[src/rtl/rtc_bus_writer_pkg.sv]
// Shared constants and types for the RTC bus writer: register map, idle bus values,
// FSM state encodings and the write-list address lookup.
package rtc_bus_writer_pkg;

   localparam logic [7:0] AddrSeg     = 8'h21;
   localparam logic [7:0] AddrMin     = 8'h22;
   localparam logic [7:0] AddrHora    = 8'h23;
   localparam logic [7:0] AddrDia     = 8'h24;
   localparam logic [7:0] AddrMes     = 8'h25;
   localparam logic [7:0] AddrYear    = 8'h26;
   localparam logic [7:0] AddrSegCr   = 8'h41;
   localparam logic [7:0] AddrMinCr   = 8'h42;
   localparam logic [7:0] AddrHoraCr  = 8'h43;
   localparam logic [7:0] AddrCmdRead = 8'hF0;
   localparam logic [7:0] AddrCmdClk  = 8'hF1;
   localparam logic [7:0] AddrCmdTmr  = 8'hF2;

   localparam logic [7:0] BusIdle    = 8'hFF;
   localparam logic       StrobeIdle = 1'b1;

   typedef enum logic [2:0] {
      StIdle, StAAd, StAPhase, StAAdh, StGap, StDPhase, StNext, StDone
   } state_t;

   typedef enum logic [2:0] {
      PhIdle, PhCs, PhWr, PhWrh, PhCsh
   } phase_t;

   // The final index of each list is the command-only entry.
   function automatic logic entry_is_cmd(input logic mode, input logic [2:0] idx);
      return mode ? (idx >= 3'd3) : (idx >= 3'd6);
   endfunction

   function automatic logic [7:0] entry_addr(input logic mode, input logic [2:0] idx);
      logic [7:0] a;
      if (mode) begin
         case (idx)
            3'd0:    a = AddrSegCr;
            3'd1:    a = AddrMinCr;
            3'd2:    a = AddrHoraCr;
            default: a = AddrCmdTmr;
         endcase
      end else begin
         case (idx)
            3'd0:    a = AddrSeg;
            3'd1:    a = AddrMin;
            3'd2:    a = AddrHora;
            3'd3:    a = AddrDia;
            3'd4:    a = AddrMes;
            3'd5:    a = AddrYear;
            default: a = AddrCmdClk;
         endcase
      end
      return a;
   endfunction

endpackage

[src/rtl/rtc_bus_writer_phase.sv]
// Single write-strobe sequencer: cs low, wr low for HOLD cycles, wr high, cs high.
// Used for both the address and the data phase of a transaction.
module rtc_bus_phase
   import rtc_bus_writer_pkg::*;
#(
   parameter int unsigned HOLD = 6
) (
   input  logic clock,
   input  logic reset,
   input  logic go,
   output logic cs,
   output logic wr,
   output logic last
);

   phase_t     ph_q, ph_d;
   logic [7:0] cnt_q, cnt_d;

   always_ff @(posedge clock) begin
      if (!reset) begin
         ph_q  <= PhIdle;
         cnt_q <= '0;
      end else begin
         ph_q  <= ph_d;
         cnt_q <= cnt_d;
      end
   end

   always_comb begin
      ph_d  = ph_q;
      cnt_d = cnt_q;
      cs    = StrobeIdle;
      wr    = StrobeIdle;
      last  = 1'b0;
      case (ph_q)
         PhIdle: if (go) ph_d = PhCs;
         PhCs: begin
            cs    = 1'b0;
            cnt_d = '0;
            ph_d  = PhWr;
         end
         PhWr: begin
            cs    = 1'b0;
            wr    = 1'b0;
            cnt_d = cnt_q + 8'd1;
            if (cnt_q == 8'(HOLD - 1)) ph_d = PhWrh;
         end
         PhWrh: begin
            cs   = 1'b0;
            ph_d = PhCsh;
         end
         PhCsh: begin
            last = 1'b1;
            ph_d = PhIdle;
         end
         default: ph_d = PhIdle;
      endcase
   end

endmodule

[src/rtl/rtc_bus_writer.sv]
// RTC bus writer: latches clock/date or timer values on a start edge and writes them
// to the RTC one register per transaction, followed by a commit command address.
module rtc_bus_writer
   import rtc_bus_writer_pkg::*;
#(
   parameter int unsigned HOLD = 6,
   parameter int unsigned GAP  = 2
) (
   input  logic       clock,
   input  logic       reset,
   input  logic       start,
   input  logic       mode,
   input  logic [7:0] seg,
   input  logic [7:0] min,
   input  logic [7:0] hora,
   input  logic [7:0] dia,
   input  logic [7:0] mes,
   input  logic [7:0] year,
   input  logic       AmPm,
   input  logic [7:0] segcrono,
   input  logic [7:0] mincrono,
   input  logic [7:0] horacrono,
   output logic [7:0] ADout,
   output logic       drive_en,
   output logic       ad,
   output logic       wr,
   output logic       rd,
   output logic       cs,
   output logic       busy,
   output logic       done
);

   state_t          state_q, state_d;
   logic [2:0]      index_q, index_d;
   logic [7:0]      gap_q, gap_d;
   logic            start_q;
   logic            mode_q;
   logic [5:0][7:0] data_q;
   logic            load;
   logic            go;
   logic            ph_last;
   logic [7:0]      addr;
   logic [7:0]      data_byte;
   logic            is_cmd;

   rtc_bus_phase #(
      .HOLD(HOLD)
   ) u_phase (
      .clock(clock),
      .reset(reset),
      .go   (go),
      .cs   (cs),
      .wr   (wr),
      .last (ph_last)
   );

   assign rd     = StrobeIdle;
   assign addr   = entry_addr(mode_q, index_q);
   assign is_cmd = entry_is_cmd(mode_q, index_q);

   always_comb begin
      case (index_q)
         3'd0:    data_byte = data_q[0];
         3'd1:    data_byte = data_q[1];
         3'd2:    data_byte = data_q[2];
         3'd3:    data_byte = data_q[3];
         3'd4:    data_byte = data_q[4];
         3'd5:    data_byte = data_q[5];
         default: data_byte = BusIdle;
      endcase
   end

   always_ff @(posedge clock) begin
      if (!reset) begin
         state_q <= StIdle;
         index_q <= '0;
         gap_q   <= '0;
         start_q <= 1'b0;
         mode_q  <= 1'b0;
         data_q  <= '0;
      end else begin
         state_q <= state_d;
         index_q <= index_d;
         gap_q   <= gap_d;
         start_q <= start;
         if (load) begin
            mode_q <= mode;
            // Timer list only uses the first three slots.
            data_q <= mode ? {24'h0, horacrono, mincrono, segcrono}
                           : {year, mes, dia, {AmPm, hora[6:0]}, min, seg};
         end
      end
   end

   always_comb begin
      state_d  = state_q;
      index_d  = index_q;
      gap_d    = gap_q;
      load     = 1'b0;
      go       = 1'b0;
      ad       = StrobeIdle;
      ADout    = BusIdle;
      drive_en = 1'b0;
      busy     = 1'b1;
      done     = 1'b0;
      case (state_q)
         StIdle: begin
            busy    = 1'b0;
            index_d = '0;
            if (start && !start_q) begin
               load    = 1'b1;
               state_d = StAAd;
            end
         end
         StAAd: begin
            ad       = 1'b0;
            ADout    = addr;
            drive_en = 1'b1;
            go       = 1'b1;
            state_d  = StAPhase;
         end
         StAPhase: begin
            ad       = 1'b0;
            ADout    = addr;
            drive_en = 1'b1;
            if (ph_last) state_d = StAAdh;
         end
         StAAdh: begin
            // A command entry releases the bus here; it has no data phase.
            if (!is_cmd) begin
               ADout    = addr;
               drive_en = 1'b1;
            end
            gap_d   = '0;
            state_d = is_cmd ? StNext : StGap;
         end
         StGap: begin
            ADout    = addr;
            drive_en = 1'b1;
            gap_d    = gap_q + 8'd1;
            if (gap_q == 8'(GAP - 1)) begin
               go      = 1'b1;
               state_d = StDPhase;
            end
         end
         StDPhase: begin
            if (!ph_last) begin
               ADout    = data_byte;
               drive_en = 1'b1;
            end else begin
               state_d = StNext;
            end
         end
         StNext: begin
            if (is_cmd) begin
               state_d = StDone;
            end else begin
               index_d = index_q + 3'd1;
               state_d = StAAd;
            end
         end
         StDone: begin
            busy    = 1'b0;
            done    = 1'b1;
            index_d = '0;
            state_d = StIdle;
         end
         default: state_d = StIdle;
      endcase
   end

endmodule

[config.mk]
export PLATFORM = sky130hd
export DESIGN_NAME = rtc_bus_writer
export DESIGN_NICKNAME = d
export VERILOG_FILES = /design/src/rtl/rtc_bus_writer_pkg.sv /design/src/rtl/rtc_bus_writer_phase.sv /design/src/rtl/rtc_bus_writer.sv
export SDC_FILE = /design/constraint.sdc
export NUM_CORES = 1
export LEC_CHECK = 0
export CAP_MARGIN = 20
export CORE_ASPECT_RATIO = 2
export CORE_UTILIZATION = 55
export CTS_BUF_LIST = sky130_fd_sc_hd__clkbuf_8 sky130_fd_sc_hd__clkbuf_16
export DETAILED_ROUTE_END_ITERATION = 10
export PLACE_DENSITY = 0.86
export SYNTH_ARGS = -nofsm -noshare
export SYNTH_HDL_FRONTEND = slang
export SYNTH_SLANG_ARGS = --single-unit
[constraint.sdc]
create_clock -name clock -period 4.31 [get_ports clock]
set_input_delay 0.862 -clock clock [delete_from_list [all_inputs] [get_ports clock]]
set_output_delay 0.862 -clock clock [all_outputs]
set_load 0.02 [all_outputs]
Word level (Yosys, flattened, before mapping). Cells that the tools add are included.

Flip-flop bits (word level): 75. Input port bits: 77. Logic and storage cells: 94.

Add/subtract/negate cells: 3. $lt $le $gt $ge: 2. Eq/ne operators: 25. Multiplexer cells: 36. Reductions and logical operators: 15.

Operators by type and width (count): $pmux W8 S6 (2); $mux W48 (1); $pmux W8 S3 (2); $pmux W8 S2 (2); $mux W3 (8); $mux W8 (3); $pmux W3 S8 (1); $eq A3 B3 Y1 const B (7); $eq A3 B2 Y1 const B (6); $add A8 B1 Y8 const B (2); $mux W1 (12); $ne A2 B2 Y1 const B (6); $pmux W3 S4 (1); $eq A3 B1 Y1 const B (3); $logic_not A3 Y1 (3); $eq A8 B1 Y1 const B (1); $eq A8 B3 Y1 const B (1); $pmux W3 S2 (1); $reduce_bool A2 Y1 (3); $reduce_or A3 Y1 (2); $reduce_and A2 Y1 (2); $reduce_and A4 Y1 (1); $reduce_or A2 Y1 (2); $add A3 B1 Y3 const B (1); 8 further kinds (8).

Logic depth before layout (Yosys ltp). Gate-level depths: netlist of run 1.

Depth in word-level cells: 5. Gate-level depth with buffers: 8.

Cells and area by module. Synthesis of run 1 repeated with hierarchy kept, for this count alone.

Cell total of the unflattened synthesis: 490. Area total of the unflattened synthesis: 4167.7 um^2.

Modules (own cells, without submodules): rtc_bus_writer (instances 1, cells an instance 420, area an instance 3538.4 um^2, sequential area each 1281.2 um^2); rtc_bus_phase (instances 1, cells an instance 70, area an instance 629.4 um^2, sequential area each 220.2 um^2).

Worst setup path before layout of run 1. Ideal clock, no wire load.

Path type: flip-flop to output port. Start point: register index_q[1]. End point: output port ADout[4]. Data arrival time: 2.078 ns. Data required time: 3.448 ns. Setup slack: 1.370 ns. Stages on the path, launching flop included: 8. Path buffers: 1. Cells stage by stage: dfxtp_1 > inv_1 > ha_1 > clkbuf_1 > or4b_2 > a31oi_1 > a221oi_1 > o21ai_0.

Cells in the longest elaborated chain, start to end: 5.

RTL lines: from (decl) (RTL line rtc_bus_writer.sv:34) `logic [2:0] index_q, index_d;`; from (signal assigned) (RTL line rtc_bus_writer.sv:83) `index_q <= index_d;`; $eq A3 B3 Y1, or another cell as far along (RTL line rtc_bus_writer_pkg.sv:44, rtc_bus_writer.sv:62); $pmux W8 S6 or $pmux W8 S3 (tied branches) (RTL line rtc_bus_writer_pkg.sv:44, rtc_bus_writer_pkg.sv:37); $mux W8 (RTL line rtc_bus_writer_pkg.sv:36) `if (mode) begin`; $mux W8 (RTL line rtc_bus_writer.sv:130) `if (!is_cmd) begin`; $pmux W8 S3 * (RTL line rtc_bus_writer.sv:106) `case (state_q)`; to (decl) (RTL line rtc_bus_writer.sv:23) `output logic [7:0] ADout,`.

Every way passes the cells marked *; elsewhere a longest branch is shown, timed or not.

Final worst setup path of run 1.
Start point: register index_q[0]. End point: output port ADout[4].

Same word-level chain as after synthesis.

==> results of run 1 <==
-- path summary, 6_finish.rpt --
kind,depth (start not counted),start,slack [ps],to
setup / recovery,7,index_q[0],420,ADout[4]
hold / removal,2,data_q[38],450,data_q[38]
setup reg to reg,5,state_q[0],2020,data_q[22]
hold reg to reg,2,data_q[38],450,data_q[38]
-- flip-flops by register name (all words and copies together) (netlist names) --
| name | flops |
|---|---|
| u_phase.cnt_q | 8 |
| u_phase.ph_q | 3 |
| state_q | 3 |
| index_q | 3 |
| start_q | 1 |
| mode_q | 1 |
| gap_q | 8 |
| data_q | 48 |
-- cell type report --
class / count / area, sq um / share of cell area [%]
well taps: 92 / 115 / 2.14
clock inverters: 6 / 88.8 / 1.65
inverters: 11 / 41.3 / 0.768
clock buffers: 10 / 239 / 4.45
repair buffers: 96 / 938 / 17.5
flip-flops and latches: 75 / 1500 / 27.9
multi-input cells: 366 / 2450 / 45.6
-- stage by stage --
step | utilization [%] | setup slack [ps] | cells | cell area, sq um | power (uW)
2_1_floorplan | - | 1370 | 493 | 4210 | 1640
3_3_place_gp | 68.9 | 781 | 640 | 5050 | 1960
3_5_place_dp | 68.9 | 767 | 640 | 5050 | 1990
4_1_cts | 73.4 | 399 | 656 | 5370 | 2810
5_1_grt | 73.4 | 261 | 656 | 5370 | 2950
6_report | 73.4 | 423 | 656 | 5370 | 2810
-- routing by layer --
metal,GRT usage [%],vias up
li1,-,1947
met2,55.6,171
met4,21.5,0
met3,5.62,50
met5,0,-
met1,28.3,1860
-- worst register-to-register path: cells and delay by family, from the launching register on --
| family | cells | cell delay [ps] |
|---|---|---|
| simple gates | 3 | 820 |
| buf+inv | 1 | 620 |
| flops | 1 | 510 |
| compound gates | 1 | 250 |
-- kinds of logic after synthesis --
logic type,Yosys count,synth area share (%)
xor+xnor,1,0.208
mux,33,7.99
compound gates,146,25.3
fa+ha+maj,9,2.67
other cells,1,0.0890
flops,75,35.7
buf+inv,52,6.18
simple gates,176,21.9
-- layout by cell type, fill, tap and decap left out, drive strengths merged, types with 10 or more instances in the layout --
| cell | instances |
|---|---|
| nand2 | 40 |
| mux2i | 28 |
| nand3 | 14 |
| dfxtp | 75 |
| clkdlybuf4s50 | 88 |
| a21oi | 49 |
| nand3b | 26 |
| clkbuf | 10 |
| o21ai | 20 |
| a211oi | 27 |
| nor2 | 55 |
-- power by group --
part / switching, uW / total (uW) / leakage, uW / internal, uW
Combinational: 599 / 1060 / 0.00113 / 461
Clock: 291 / 813 / 0.000155 / 522
Sequential: 132 / 933 / 0.000612 / 801
==> flow_summary.json, run 1 <==
{
  "status": "completed",
  "numCtsBuffers": 9,
  "crit_required_ps": 3450,
  "diodes": 0,
  "met2WireLength_um": 6350,
  "dieArea_sq_um": 8030,
  "p_leak_uw": 0.00189,
  "wirelength_um": 11600,
  "slew_viol_final": 0,
  "fin_setup_tns_ps": 0,
  "clock-sinks": 75,
  "place.gp.congestion": 0.956,
  "h-tree-depth": 3,
  "grt_max_degree": 74,
  "fill_cells": 582,
  "slew_headroom_pct": 37.0,
  "remaining_drc_errors": 0,
  "wl_met3_um": 508,
  "worstHoldPathType": "reg2reg",
  "critical-path-max-stage-delay_ps": 690,
  "dr.pass1.iters": 6,
  "cts-root-buf": "clkbuf_16",
  "cts_tree": "yes",
  "powerDensity_nw_per_um2": 522,
  "vias": 4028,
  "synth_edf_count": 0,
  "path_class": "reg2out",
  "portBuffers": 89,
  "core-area_sq_um": 7320,
  "ys_seq_elements": 75,
  "synthesis.area_sq_um": 4210,
  "ys_types": 63,
  "synth_top_cell_by_area": "dfxtp_1",
  "cts_resized": 0,
  "io_pins": 92,
  "vdd_drop_max_mv": 0.341,
  "holdWs_ps": 448,
  "ys_seq_area_share_pct": 35.7,
  "syn2layout_area_growth_pct": 27.6,
  "crit_path_max_fanout": 12,
  "synth_area_leaders": "dfxtp_1 36%, mux2i_1 6.7%, a211oi_2 6.2%, a21oi_1 5.8%, nor2_1 4.9%",
  "ys_warn_count": 0,
  "met1_length_um": 4010,
  "clockBufferDepth": 2,
  "dpl.hpwl_um": 8370,
  "async_reset_ff_share_pct": 0,
  "drive_gt1_share_pct": 10.5,
  "post-route-min-period_ps": 3890,
  "path_cells": "inv_1, ha_1, or4b_2, a31oi_1, a221oi_1, o21ai_0, clkdlybuf4s50_1",
  "synth.most_common_cell": "dfxtp_1",
  "clkTransAtPathRegs_ps": 60,
  "antenna_found_initial": 0,
  "drt_iter0_markers": 319,
  "crit_family": "buffers and inverters",
  "num_rows": 44,
  "cp-start-kind": "register",
  "clock.fmax_mhz": 257,
  "highest_layer": "met4",
  "via_per_inst": 6.14,
  "crit_slowest_cell": "or4b_2",
  "fin_skew_ps": 6.66,
  "synth_cells": 493,
  "avgSynthCellArea_sq_um": 8.54,
  "post_cts_buffers": 0,
  "crit_path_end_kind": "output port",
  "setup_viol": 0,
  "grt_pass1_vias": 4066,
  "critical_path_arrival_ps": 3020,
  "rsz0062_at_grt": "false",
  "hold_viol_final": 0,
  "ant_nets": 0,
  "finalCritPeriodShare_pct": 90.2,
  "fp.dieW_um": 63.9,
  "wl_per_cell_um": 17.7,
  "nets": 645,
  "worst_slew_pin_slew_ps": 944,
  "drv_cap": 0,
  "start_util_pct": 57.5,
  "grt_pass1_wl_um": 18600,
  "grt.total_usage_pct": 30.0,
  "syn_nets": 579,
  "yosys_most_used_dff": "dfxtp_1",
  "clk-insertion-delay-late_ps": 340,
  "die_y_um": 126,
  "yosys.area.top_type_share_pct": 35.7,
  "yosys-top-cells-count": "75 x dfxtp_1, 55 x nor2_1, 49 x a21oi_1, 40 x nand2_1, 28 x mux2i_1",
  "holdBufCountCts": 0,
  "overflow": 0,
  "worstPathBufferInverterCount": 2
}
(Power assumes the default switching activity.)
==> run 2: changes to the inputs <==
--- a/config.mk
+++ b/config.mk
@@ -7,10 +7,11 @@
 export LEC_CHECK = 0
 export CAP_MARGIN = 20
 export CORE_ASPECT_RATIO = 2
-export CORE_UTILIZATION = 55
+export CORE_UTILIZATION = 44
 export CTS_BUF_LIST = sky130_fd_sc_hd__clkbuf_8 sky130_fd_sc_hd__clkbuf_16
 export DETAILED_ROUTE_END_ITERATION = 10
-export PLACE_DENSITY = 0.86
+export PLACE_DENSITY = 0.71
 export SYNTH_ARGS = -nofsm -noshare
 export SYNTH_HDL_FRONTEND = slang
 export SYNTH_SLANG_ARGS = --single-unit
+export TNS_END_PERCENT = 100
==> run 2 against run 1 <==
Net effect: the run now ends with design-rule violations left; power shrank 5.2%; via count down 2.5%; clock-buffer cell count stayed put; sequential power decreased by 1%; setup slack worse by 140 ps; utilization decreased by 16 points; sequential share of layout area grew 0.22 points; die area grew 24%; largest cell class unchanged; largest power group unchanged.
==> flow_summary.json, run 2 (synthesized netlist as in run 1, its figures left out) <==
{
  "cp-start-kind": "register",
  "wirelength_um": 11100,
  "fp.dieW_um": 71.2,
  "critical-path-max-stage-delay_ps": 730,
  "h-tree-depth": 3,
  "reg2reg_to": "index_q[2]",
  "dpl.hpwl_um": 8280,
  "rr_worst_depth": 7,
  "rsz0062_at_grt": "false",
  "final_common_cell": "clkdlybuf4s50_1",
  "remaining_drc_errors": 1,
  "finalCritPeriodShare_pct": 93.5,
  "core-area_sq_um": 9320,
  "num_rows": 50,
  "drive_gt1_share_pct": 10.3,
  "regToRegStartpoint": "index_q[1]",
  "wl_per_cell_um": 16.6,
  "overflow": 0,
  "io_pins": 92,
  "crit_required_ps": 3450,
  "slew_viol_final": 0,
  "drt_iter0_markers": 171,
  "clkTransAtPathRegs_ps": 60,
  "hold_viol_final": 0,
  "via_per_inst": 5.88,
  "power.switching_uw": 1000,
  "start_util_pct": 45.2,
  "cts_tree": "yes",
  "path_cells": "inv_1, ha_1, or4b_2, a31oi_1, a221oi_1, o21ai_0, clkdlybuf4s50_1",
  "setup_viol": 0,
  "antenna_found_initial": 0,
  "crit_path_max_fanout": 12,
  "post-place-cells": 652,
  "worst_slew_pin_slew_ps": 952,
  "worstHoldPathType": "reg2reg",
  "reg.largest.list": "data_q x48, gap_q x8, u_phase.cnt_q x8",
  "drv_cap": 0,
  "cts-root-buf": "clkbuf_16",
  "p_clk_share_pct": 25.9,
  "syn2layout_area_growth_pct": 26.6,
  "vdd_drop_max_mv": 0.306,
  "grt.total_usage_pct": 23.2,
  "ant_nets": 0,
  "die_y_um": 140,
  "nets": 645,
  "clk-insertion-delay-late_ps": 340,
  "power_frac_comb_pct": 39.4,
  "powerDensity_nw_per_um2": 499,
  "p_int_uw": 1660,
  "grt_pass1_vias": 3835,
  "violations": "design-rule violations",
  "min_path_cells": 2,
  "p_sw_share_pct": 37.6,
  "mostFrequentLayoutCells": "88 x clkdlybuf4s50_1, 75 x dfxtp_1, 55 x nor2_1, 49 x a21oi_1, 40 x nand2_1",
  "largest_reg_flops": 48,
  "grt_pass1_wl_um": 17900,
  "layout.cells.non_filler": 668,
  "holdPathEnd": "data_q[35]",
  "post_cts_buffers": 0,
  "numCtsBuffers": 9,
  "dr.pass1.iters": 8,
  "dieArea_sq_um": 9990,
  "critical_path_arrival_ps": 3170,
  "grt_max_degree": 74,
  "holdBufCountCts": 0,
  "vias": 3927,
  "top_register": "data_q",
  "p_seq_share_pct": 34.7,
  "path_class": "reg2out",
  "post-route-min-period_ps": 4030,
  "status": "finished, violations left",
  "clock-sinks": 75,
  "fin_setup_tns_ps": 0,
  "slew_headroom_pct": 36.5,
  "min-delay-start": "data_q[35]",
  "diodes": 0,
  "p_leak_uw": 0.00188,
  "cts_resized": 0,
  "crit_path_end_kind": "output port",
  "place.gp.congestion": 0.927,
  "fin_skew_ps": 6.80,
  "crit_slowest_cell": "or4b_2",
  "clockBufferDepth": 2,
  "reg2reg_slack_ps": 2070,
  "crit_family": "buffers and inverters",
  "portBuffers": 89,
  "worstPathBufferInverterCount": 2,
  "clock.fmax_mhz": 248
}
==> run 2: power groups by stage <==
stage / Clock (uW) / Sequential (uW) / Combinational [uW]
finish: 689 / 924 / 1050
global route: 727 / 942 / 1150
CTS: 698 / 924 / 1060
detailed placement: 0 / 939 / 1050
global placement: 0 / 936 / 1040
floorplan: 0 / 859 / 777
==> run 2: layout make-up <==
cell class	count	area (sq um)
Fill cell	861	3990
Multi-Input combinational cell	366	2450
Sequential cell	75	1500
Timing Repair Buffer	96	938
Clock buffer	10	239
Tap cell	104	130
Inverter	11	41.3
Clock inverter	6	32.5
==> run 2: per-stage QoR <==
step           utilization [%]  cell area (sq um)  setup slack, ps  power (uW)  hold WS (ps)
5_1_grt                   57.2               5330             86.4        2820           473
2_1_floorplan                -               4210             1370        1640           427
6_report                  57.2               5330              282        2660           453
4_1_cts                   57.2               5330              288        2680           455
3_3_place_gp              54.3               5060              680        1970           440
3_5_place_dp              54.3               5060              657        1990           448
==> run 2: how the worst max path moves through the flow <==
| stage | from | to | slack (ps) | depth (start not counted) |
|---|---|---|---|---|
| finish | index_q[1] | ADout[7] | 280 | 7 |
| global route | index_q[1] | ADout[5] | 90 | 8 |
| CTS | index_q[1] | ADout[7] | 290 | 7 |
| detailed placement | index_q[1] | ADout[7] | 660 | 7 |
| global placement | index_q[1] | ADout[4] | 680 | 7 |
| floorplan | index_q[1] | ADout[4] | 1370 | 7 |
==> run 2: layer usage <==
metal  global-route usage [%]  vias up  part of all wire [%]  wire (um)
li1                         -     1960                     -          -
met1                     24.0     1848                    38       4240
met2                     43.1       94                    55       6150
met3                     3.88       25                   2.8        307
met4                     12.3        0                   3.8        425
met5                        0        -                     0          0
==> run 2: worst min-delay path: stages, from the launching register on <==
cell and delay, ps:
dfxtp_1 310, nand2_1 50, a21oi_1 50
==> run 3: changes to the inputs <==
--- a/config.mk
+++ b/config.mk
@@ -9,6 +9,7 @@
 export CORE_ASPECT_RATIO = 2
 export CORE_UTILIZATION = 44
 export CTS_BUF_LIST = sky130_fd_sc_hd__clkbuf_8 sky130_fd_sc_hd__clkbuf_16
+export CTS_CLUSTER_DIAMETER = 50
 export DETAILED_ROUTE_END_ITERATION = 10
 export PLACE_DENSITY = 0.71
 export SYNTH_ARGS = -nofsm -noshare
==> results of run 3 <==
Same layout as run 2: the final DEF is identical, and so are final timing and power.
